==> src/rtl/mem_access_unit.sv <==
// MEM-stage data-memory access controller.
// Turns a load/store from the EX/MEM register into one D-cache request,
// freezes the pipeline with cache_stall while the request is outstanding,
// aligns store data onto byte lanes, extracts and extends load data, and
// reports misaligned accesses without touching the cache.
module mem_access_unit #(
    parameter int STALL_CNT_W = 32
) (
    input  logic                   clk,
    input  logic                   rst,
    input  logic                   mem_read,
    input  logic                   mem_write,
    input  logic [2:0]             funct3,
    input  logic [31:0]            addr,
    input  logic [31:0]            store_data,
    output logic                   dc_req,
    output logic                   dc_we,
    output logic [31:0]            dc_addr,
    output logic [3:0]             dc_wstrb,
    output logic [31:0]            dc_wdata,
    input  logic                   dc_ack,
    input  logic [31:0]            dc_rdata,
    output logic                   cache_stall,
    output logic [31:0]            load_data,
    output logic                   load_valid,
    output logic                   misaligned_exc,
    output logic [STALL_CNT_W-1:0] stall_cycles
);

    typedef enum logic [1:0] {
        IDLE,
        WAIT,
        DONE
    } state_t;

    state_t state_q, state_d;

    logic                   dcReq_q;
    logic                   dcWe_q;
    logic [31:0]            dcAddr_q;
    logic [3:0]             dcWstrb_q, dcWstrb_d;
    logic [31:0]            dcWdata_q, dcWdata_d;
    logic [2:0]             funct3_q;
    logic [1:0]             offset_q;
    logic [31:0]            loadData_q, loadData_d;
    logic                   loadValid_q;
    logic                   misalignedExc_q;
    logic [STALL_CNT_W-1:0] stallCycles_q;

    logic access;
    logic isByte;
    logic isHalf;
    logic isWord;
    logic misaligned;
    logic startAccess;
    logic ackTake;
    logic misalignedHit;
    logic stallNow;

    // Size decode: funct3[1:0] picks byte/half, everything else (incl. undefined codes) is a word
    assign access     = mem_read | mem_write;
    assign isByte     = (funct3[1:0] == 2'b00);
    assign isHalf     = (funct3[1:0] == 2'b01);
    assign isWord     = ~isByte & ~isHalf;
    assign misaligned = (isHalf & addr[0]) | (isWord & (addr[1:0] != 2'b00));

    // Next-state and handshake control; nothing is started or stalled while reset is held
    always_comb begin
        state_d       = state_q;
        stallNow      = 1'b0;
        startAccess   = 1'b0;
        ackTake       = 1'b0;
        misalignedHit = 1'b0;
        if (!rst) begin
            case (state_q)
                IDLE: begin
                    if (access) begin
                        if (misaligned) begin
                            misalignedHit = 1'b1;
                        end else begin
                            stallNow    = 1'b1;
                            startAccess = 1'b1;
                            state_d     = WAIT;
                        end
                    end
                end
                WAIT: begin
                    stallNow = 1'b1;
                    if (dc_ack) begin
                        ackTake = 1'b1;
                        state_d = DONE;
                    end
                end
                DONE: begin
                    state_d = IDLE;
                end
                default: begin
                    state_d = IDLE;
                end
            endcase
        end
    end

    // Store lane placement: replicate the datum across the word, strobe only the addressed lanes
    always_comb begin
        dcWstrb_d = 4'b0000;
        dcWdata_d = 32'h0;
        if (mem_write) begin
            case (funct3[1:0])
                2'b00: begin
                    dcWstrb_d = 4'b0001 << addr[1:0];
                    dcWdata_d = {4{store_data[7:0]}};
                end
                2'b01: begin
                    dcWstrb_d = 4'b0011 << addr[1:0];
                    dcWdata_d = {2{store_data[15:0]}};
                end
                default: begin
                    dcWstrb_d = 4'b1111;
                    dcWdata_d = store_data;
                end
            endcase
        end
    end

    // Load extraction from the returning word using the latched size and byte offset
    always_comb begin
        logic [7:0]  byteSel;
        logic [15:0] halfSel;
        byteSel    = 8'h0;
        halfSel    = offset_q[1] ? dc_rdata[31:16] : dc_rdata[15:0];
        loadData_d = dc_rdata;
        case (offset_q)
            2'd0:    byteSel = dc_rdata[7:0];
            2'd1:    byteSel = dc_rdata[15:8];
            2'd2:    byteSel = dc_rdata[23:16];
            default: byteSel = dc_rdata[31:24];
        endcase
        case (funct3_q[1:0])
            2'b00:   loadData_d = {{24{~funct3_q[2] & byteSel[7]}}, byteSel};
            2'b01:   loadData_d = {{16{~funct3_q[2] & halfSel[15]}}, halfSel};
            default: loadData_d = dc_rdata;
        endcase
    end

    // State register
    always_ff @(posedge clk or posedge rst) begin
        if (rst) begin
            state_q <= IDLE;
        end else begin
            state_q <= state_d;
        end
    end

    // Request latch: captured once when the access starts, request dropped after the ack
    always_ff @(posedge clk or posedge rst) begin
        if (rst) begin
            dcReq_q   <= 1'b0;
            dcWe_q    <= 1'b0;
            dcAddr_q  <= 32'h0;
            dcWstrb_q <= 4'b0000;
            dcWdata_q <= 32'h0;
            funct3_q  <= 3'b000;
            offset_q  <= 2'b00;
        end else if (startAccess) begin
            dcReq_q   <= 1'b1;
            dcWe_q    <= mem_write;
            dcAddr_q  <= {addr[31:2], 2'b00};
            dcWstrb_q <= dcWstrb_d;
            dcWdata_q <= dcWdata_d;
            funct3_q  <= funct3;
            offset_q  <= addr[1:0];
        end else if (ackTake) begin
            dcReq_q   <= 1'b0;
        end
    end

    // Load result and one-cycle pulses presented during DONE / the cycle after a misaligned access
    always_ff @(posedge clk or posedge rst) begin
        if (rst) begin
            loadData_q      <= 32'h0;
            loadValid_q     <= 1'b0;
            misalignedExc_q <= 1'b0;
        end else begin
            loadValid_q     <= ackTake & ~dcWe_q;
            misalignedExc_q <= misalignedHit;
            if (ackTake && !dcWe_q) begin
                loadData_q <= loadData_d;
            end
        end
    end

    // Saturating count of stalled cycles for performance monitoring
    always_ff @(posedge clk or posedge rst) begin
        if (rst) begin
            stallCycles_q <= '0;
        end else if (stallNow && !(&stallCycles_q)) begin
            stallCycles_q <= stallCycles_q + {{(STALL_CNT_W-1){1'b0}}, 1'b1};
        end
    end

    assign cache_stall    = stallNow;
    assign dc_req         = dcReq_q;
    assign dc_we          = dcWe_q;
    assign dc_addr        = dcAddr_q;
    assign dc_wstrb       = dcWstrb_q;
    assign dc_wdata       = dcWdata_q;
    assign load_data      = loadData_q;
    assign load_valid     = loadValid_q;
    assign misaligned_exc = misalignedExc_q;
    assign stall_cycles   = stallCycles_q;

endmodule

==> config.mk <==
export PLATFORM = sky130hd
export DESIGN_NAME = mem_access_unit
export DESIGN_NICKNAME = d
export VERILOG_FILES = /design/src/rtl/mem_access_unit.sv
export SDC_FILE = /design/constraint.sdc
export NUM_CORES = 1
export LEC_CHECK = 0
export CAP_MARGIN = 20
export CORE_UTILIZATION = 30
export DETAILED_ROUTE_END_ITERATION = 8
export DONT_BUFFER_PORTS = 1
export SLEW_MARGIN = 0
export SYNTH_ARGS = -nofsm -noshare
export SYNTH_HDL_FRONTEND = slang
export SYNTH_SLANG_ARGS = --single-unit
export TNS_END_PERCENT = 100
==> constraint.sdc <==
create_clock -name clk -period 6 [get_ports clk]
set_input_delay 0 -clock clk [delete_from_list [all_inputs] [get_ports clk]]
set_output_delay 0 -clock clk [all_outputs]
set_load 0.02 [all_outputs]
# Yosys cells after proc, flatten, opt, wreduce, memory -nomap -nowiden

Index checks and enable logic that the tools add are counted.

Bits in registers: 141
Logic and storage cells: 74

Bitwise gates (word level): 13
Equality and inequality tests: 8
Shifts and indexed selects: 2
Mux-type cells: 26
Reduce and logical (&&, ||, !) cells: 12
Add/sub/neg operators: 1

Operators by type and width:

| cell                                                | number |
|---|---|
| case mux 32 bit (2 select lines)                    | 2 |
| adder 32 x 1 -> 32 bit, second input constant       | 1 |
| two-way mux 32 bit                                  | 1 |
| AND reduction 32 bit                                | 1 |
| case mux 8 bit (3 select lines)                     | 1 |
| two-way mux 16 bit                                  | 1 |
| two-way mux 1 bit                                   | 14 |
| equality test 2 x 1 -> 1 bit, second input constant | 4 |
| zero test 2 bit                                     | 4 |
| case mux 4 bit (2 select lines)                     | 1 |
| AND 1 bit                                           | 6 |
| two-way mux 2 bit                                   | 3 |
| != test 2 bit, second input constant                | 3 |
| NOT 1 bit                                           | 5 |
| two-way mux 4 bit                                   | 1 |
| case mux 2 bit (2 select lines)                     | 1 |
| AND reduction 4 bit                                 | 1 |
| nonzero test 2 bit                                  | 2 |
| left shift 1 x 2 -> 4 bit, first input constant     | 1 |
| left shift 2 x 2 -> 4 bit, first input constant     | 1 |
| equality test 2 bit, second input constant          | 1 |
| logical AND 1 bit                                   | 2 |
| zero test 1 bit                                     | 2 |
| OR 1 bit                                            | 2 |
| case mux 1 bit (2 select lines)                     | 1 |

# Longest topological paths before layout

Gate-level depths: netlist of run 1.

Depth after elaboration: 10
Depth in mapped cells: 8
Gate-level depth less buffers: 6

# Worst setup path before layout of run 1

OpenSTA, ideal clock, no wires.

Path kind: register to register
Start point: register stallCycles_q[12] (netlist: stall_cycles[12])
End point: register stallCycles_q[31] (netlist: stall_cycles[31])
Setup time: 0.130 ns
Setup slack: 3.945 ns
Stages on the path, launching flop included: 6
Arrival time: 1.924 ns
Period minus slack after synthesis: 2.055 ns
Required time: 5.870 ns
Cell sequence: dfrtp_1 and4_4 nand3_2 or4_1 or4_1 xnor2_1

Cells in the longest elaborated chain, start to end: 3
Elaborated cells on any way between the ends: 4

Ends and longest elaborated chain:

| element                                                                        | RTL line | text |
|---|---|---|
| start, declared                                                                | 48       | `logic [STALL_CNT_W-1:0] stallCycles_q;` |
| start signal, assigned                                                         | 198      | `stallCycles_q <= stallCycles_q + {{(STALL_CNT_W-1){1'b0}}, 1'b1};` |
| parallel branches: the longest is 3 deep, another holds adder 32 x 1 -> 32 bit | -        |  |

Several ways; the timed one is not identified.
A chain may end at the register's enable or synchronous reset.

# Final worst setup path of run 1

Start point: register offset_q[1]
End point: register loadData_q[18] (netlist: load_data[18])

Cells in the longest elaborated chain, start to end: 4
Elaborated cells on any way between the ends: 8

Ends and longest elaborated chain:

| element                                           | RTL line | text |
|---|---|---|
| start, declared                                   | 44       | `logic [1:0] offset_q;` |
| start signal, assigned                            | 172      | `offset_q <= addr[1:0];` |
| equality test 2 bit, or another cell as far along | 133      | `case (offset_q)` |
| case mux 8 bit (3 select lines)                   | 133      |  |
| AND 1 bit                                         | 140      | `2'b00: loadData_d = {{24{~funct3_q[2] & byteSel[7]}}, byteSel};` |
| case mux 32 bit (2 select lines) *                | 139      | `case (funct3_q[1:0])` |
| end signal, assigned                              | 188      | `loadData_q <= loadData_d;` |
| end, declared                                     | 45       | `logic [31:0] loadData_q, loadData_d;` |

Mark *: on every way between the ends. The rest lies on a longest branch, timed or not.

==> results.json, run 1 <==
{
  "status": "complete, no violations",
  "cts_tree": "built",
  "avgSynthCellArea_um2": 10.1,
  "netlist_area_um2": 6670,
  "fin_crit_sh_pct": 43.1,
  "grt_max_degree": 109,
  "layout.nets": 869,
  "cp.arrival_ps": 2840,
  "cellPowerDensity_nw_per_um2": 436,
  "crit_type": "reg -> reg",
  "final_cells": 1057,
  "final_common_cell": "dfrtp_1",
  "grt_pass1_vias": 5608,
  "yosysUniqueCellTypes": 50,
  "rsz0062_at_grt": "false",
  "cts_resized": 0,
  "finalHoldViolations": 0,
  "grt_pass1_wl_um": 31500,
  "ys_seq_area_share_pct": 52.9,
  "cts_buffers": 17,
  "relSlewSlack_pct": 32.8,
  "wl_um": 20600,
  "setup_viol": 0,
  "cp-end-kind": "flop",
  "yosysTopAreaCellShare_pct": 52.9,
  "post-synth-top-area-cell": "dfrtp_1",
  "total_power_mw": 3.80,
  "antenna_found_initial": 0,
  "start_util_pct": 30.5,
  "clock_latency_ps": 410,
  "final_cell_mix": "dfrtp_1, nand2_1, dlygate4sd3_1, o21ai_0, mux2_2",
  "met3_usage_pct": 7.11,
  "numPortBuffers": 0,
  "worst_pin_slew_ps": 1010,
  "dpl.hpwl_um": 12800,
  "hold_class": "in -> reg",
  "drc": 0,
  "vdd_drop_max_mv": 0.249,
  "grt_use_met1_pct": 20.9,
  "place_ws_ps": 3440,
  "final.min_clock_period_ps": 2590,
  "synthFlopType": "dfrtp_1",
  "num_io_pins": 241,
  "drive_gt1_share_pct": 15.6,
  "cts-root-buf": "clkbuf_16",
  "max_freq_ghz": 0.386,
  "cts-htree-levels": 4,
  "setup_slack_ps": 3410,
  "place.gp.congestion": 0.833,
  "fin_util_pct": 40.0,
  "vias_per_cell": 5.10,
  "post_cts_buffers": 0,
  "coreArea_um2": 21800,
  "drv_cap": 0,
  "yosysWarnings": 0,
  "worstPathRequired_ps": 6250,
  "wl_per_cell_um": 19.5,
  "fillers": 2132,
  "cts_buffer_depth": 2,
  "fp.dieH_um": 151,
  "finClkSkew_ps": 6.19,
  "synth_cells": 658,
  "maxSlewViolCount": 0,
  "fin_tns_setup_ps": 0,
  "final_antenna_net_count": 0,
  "cp_max_fo": 21,
  "vias": 5394,
  "grt_overflow_total": 0,
  "first_iter_violations": 219,
  "path_clk_slew_ps": 60,
  "diodes": 0,
  "cts.sink_count": 141,
  "ys_seq_elements": 141,
  "crit_path_start_kind": "flop",
  "first_pass_iters": 4,
  "yosys-top-cells-area": "dfrtp_1, mux2_2, nand2_1",
  "async_flop_share_pct": 100,
  "grt.total_usage_pct": 18.3,
  "dp.cells": 903,
  "gr-usage-met2_pct": 30.5,
  "synth-edff-count": 0,
  "num_rows": 54,
  "die_x_um": 151,
  "syn_to_final_growth_pct": 30.8,
  "design.die.area_um2": 22800,
  "power.leakage_nw": 3.69,
  "gr-max-usage-layer": "met2"
}
what timing repair did:
item / CTS / global route
hold buffers: 121 / 0
hold endpoints to repair: 195 / 0
setup endpoints to repair: 0 / 0
final timing paths:
kind | startpoint | endpoint | slack, ps | cells after the start
setup / recovery | offset_q[1] | load_data[18] | 3410 | 4
setup reg to reg | offset_q[1] | load_data[18] | 3410 | 4
min in group asynchronous | rst | stall_cycles[0] | 330 | 2
hold reg to reg | funct3_q[2] | funct3_q[2] | 510 | 1
max in group asynchronous | rst | dc_addr[15] | 4440 | 3
hold / removal | addr[1] | dc_wstrb[1] | 8 | 3
cell usage after synthesis (2+ instances only):
library cell / instances
nand3_2: 3
mux2_2: 67
mux2i_1: 9
dfrtp_1: 141
clkbuf_1: 31
o22a_1: 6
nor3_1: 7
buf_4: 2
nand2_1: 129
nor2b_1: 2
nor4_1: 7
a21oi_1: 29
or2_2: 4
inv_1: 6
nand3b_1: 2
nor2_1: 34
and4_4: 2
xor2_1: 8
o21ai_0: 67
o31ai_1: 6
xnor2_1: 21
nand3_1: 12
a31oi_1: 3
buf_2: 3
and3_1: 8
and4_1: 3
buf_1: 2
o22ai_1: 6
nand4_1: 15
or4_1: 3
flip-flops by register name, summed over array words and instances, names as in the netlist, 2 cells and up:
| signal | count |
|---|---|
| funct3_q | 3 |
| state_q | 2 |
| dc_addr | 30 |
| offset_q | 2 |
| dc_wstrb | 4 |
| load_data | 32 |
| stall_cycles | 32 |
| dc_wdata | 32 |
through the flow:
step	hold WS, ps	cell area [µm²]
floorplan	108	6670
global placement	92.4	6890
detailed placement	98.6	6890
CTS	45.5	8690
global route	99.9	8720
finish	8.01	8720
metal layers:
layer	vias up	part of all wire, %	routed length [µm]
li1	2504	-	-
met2	239	48	9960
met3	31	9.6	1980
met4	0	2.3	478
met1	2620	40	8180
met5	-	0	0
cell families after synthesis:
group | share of synthesized area [%]
adders and majority gates | 0.188
and+or+nand+nor | 17.0
xor gates and xnor gates | 3.81
other | 0.0563
AOI/OAI and AO/OA | 10.3
DFF | 52.9
muxes | 13.0
buffers and inverters | 2.70
final cells by class:
| type | instances | area, µm² | share of cell area [%] |
|---|---|---|---|
| Clock buffer | 17 | 425 | 4.88 |
| Clock inverter | 15 | 153 | 1.75 |
| Inverter | 7 | 31.3 | 0.359 |
| Multi-Input combinational cell | 473 | 2970 | 34.0 |
| Sequential cell | 141 | 3530 | 40.5 |
| Tap cell | 280 | 350 | 4.02 |
| Timing Repair Buffer | 124 | 1260 | 14.5 |
power by group:
group / internal (mW) / leakage (nW) / switching [mW] / total, mW
registers: 1.28 / 1.77 / 0.743 / 2.02
logic: 0.372 / 1.64 / 0.356 / 0.728
clock network: 0.587 / 0.272 / 0.466 / 1.05
critical path: stages (launching register included):
cell and delay, ps:
dfrtp_1 860, mux4_2 420, or2_2 300, a31oi_2 680, a21oi_1 160
(Power assumes the default switching activity.)
==> inputs of run 2 (changes only) <==
==> constraint.sdc (replaced) <==
create_clock -name clk -period 2.1 [get_ports clk]
set_input_delay 0 -clock clk [delete_from_list [all_inputs] [get_ports clk]]
set_output_delay 0 -clock clk [all_outputs]
set_load 0.02 [all_outputs]
==> results.json, run 2 (synthesis gave the netlist of run 1 again) <==
{
  "finClkSkew_ps": 10.9,
  "vias_per_cell": 5.09,
  "wl_um": 21300,
  "syn_to_final_growth_pct": 38.9,
  "drive_gt1_share_pct": 20.8,
  "first_pass_iters": 4,
  "rsz0062_at_grt": "false",
  "grt.total_usage_pct": 18.8,
  "min_path_cells": 3,
  "crit_type": "reg -> reg",
  "crit_path_start_kind": "flop",
  "fp.dieH_um": 151,
  "worst_pin_slew_ps": 772,
  "antenna_found_initial": 0,
  "num_io_pins": 241,
  "cts.sink_count": 141,
  "final_antenna_net_count": 0,
  "status": "complete, no violations",
  "vias": 5716,
  "cts-htree-levels": 4,
  "grt_overflow_total": 0,
  "rr_startpoint": "stall_cycles[0]",
  "gr-usage-met2_pct": 32.6,
  "final.min_clock_period_ps": 1980,
  "first_iter_violations": 226,
  "setup_viol": 0,
  "place_ws_ps": 143,
  "num_rows": 54,
  "cts-root-buf": "clkbuf_16",
  "final_cell_mix": "dfrtp_1, dlygate4sd3_1, nand2_1, o21ai_0, mux2_2",
  "dpl.hpwl_um": 13600,
  "max_freq_ghz": 0.505,
  "worstPathRequired_ps": 2400,
  "maxSlewViolCount": 0,
  "setup_slack_ps": 119,
  "numPortBuffers": 0,
  "drc": 0,
  "vdd_drop_max_mv": 0.528,
  "grt_pass1_vias": 6010,
  "final_common_cell": "dfrtp_1",
  "layout.nets": 935,
  "whs_endpoint": "dc_wstrb[1]",
  "total_power_mw": 11.1,
  "reg2reg_slack_ps": 120,
  "start_util_pct": 30.5,
  "hold_ws_ps": 14.3,
  "die_x_um": 151,
  "clock_latency_ps": 420,
  "cp_max_fo": 10,
  "gr-max-usage-layer": "met2",
  "fin_tns_setup_ps": 0,
  "drv_cap": 0,
  "fin_crit_sh_pct": 94.3,
  "diodes": 0,
  "power.leakage_nw": 4.01,
  "reg2reg_to": "stall_cycles[7]",
  "post_cts_buffers": 0,
  "grt_max_degree": 91,
  "relSlewSlack_pct": 48.5,
  "place.gp.congestion": 0.785,
  "fin_util_pct": 42.4,
  "cp-end-kind": "flop",
  "cts_buffer_depth": 2,
  "finalHoldViolations": 0,
  "r2r.worst_path.cells": 7,
  "cts_tree": "built",
  "hold_class": "in -> reg",
  "cp.arrival_ps": 2280,
  "design.die.area_um2": 22800,
  "path_clk_slew_ps": 60,
  "cellPowerDensity_nw_per_um2": 1200,
  "met3_usage_pct": 6.75,
  "hp-start": "addr[1]",
  "coreArea_um2": 21800,
  "cts_buffers": 17,
  "grt_pass1_wl_um": 32300,
  "wl_per_cell_um": 18.9,
  "grt_use_met1_pct": 20.8
}
[run 2: cell types whose count changed in the layout (fill, tap and decap cells not counted), sizes merged]
cell	change
dlymetal6s4s	+1
dlygate4sd3	+13
clkbuf	+1
clkinvlp	-1
clkinv	+7
bufinv	+1
buf	+52
inv	-8
[run 2: where the power goes]
part / internal, mW / total [mW] / switching [mW] / leakage (nW)
Combinational: 1.25 / 2.65 / 1.40 / 1.95
Clock: 1.78 / 3.01 / 1.23 / 0.286
Sequential: 3.65 / 5.45 / 1.80 / 1.77
Total: 6.68 / 11.1 / 4.43 / 4.01
[run 2: metrics by stage]
step,cells,instance area (µm²)
2_1_floorplan,659,6670
3_3_place_gp,956,7300
3_5_place_dp,956,7300
4_1_cts,1123,9250
5_1_grt,1123,9260
6_report,1123,9260
[run 2: worst max path at each step]
stage | to | startpoint | slack, ps
finish | stall_cycles[7] | stall_cycles[0] | 120
global route | load_data[9] | state_q[1] | 20
CTS | dc_wdata[30] | funct3[0] | 80
detailed placement | stall_cycles[7] | stall_cycles[0] | 140
global placement | stall_cycles[31] | stall_cycles[0] | 180
floorplan | stall_cycles[31] | stall_cycles[12] | 50
[run 2: worst max-delay path, cell delays in order, from the launching register on]
cell	delay [ps]
dfrtp_1	400
ha_1	240
and4_1	220
nand3_1	140
nor3b_2	70
buf_4	170
or4_1	490
xnor2_1	140
[run 2: area by class of cell]
cell class                      instances  area (µm²)
Fill cell                            2082       12600
Sequential cell                       141        3530
Multi-Input combinational cell        473        2980
Timing Repair Buffer                  190        1790
Clock buffer                           18         439
Tap cell                              280         350
Clock inverter                         14         144
Inverter                                7        30.0
[run 2: what timing repair did]
item                                    4_1_cts  5_1_grt
endpoints found under the hold margin       250        0
resized for setup                             0        3
hold buffers                                135        0
endpoints found under the setup margin        0        3
[run 2: metal layers]
metal | part of all wire (%) | up-vias
li1 | - | 2642
met1 | 39 | 2814
met2 | 50 | 225
met3 | 8.5 | 35
met4 | 2.2 | 0
met5 | 0 | -
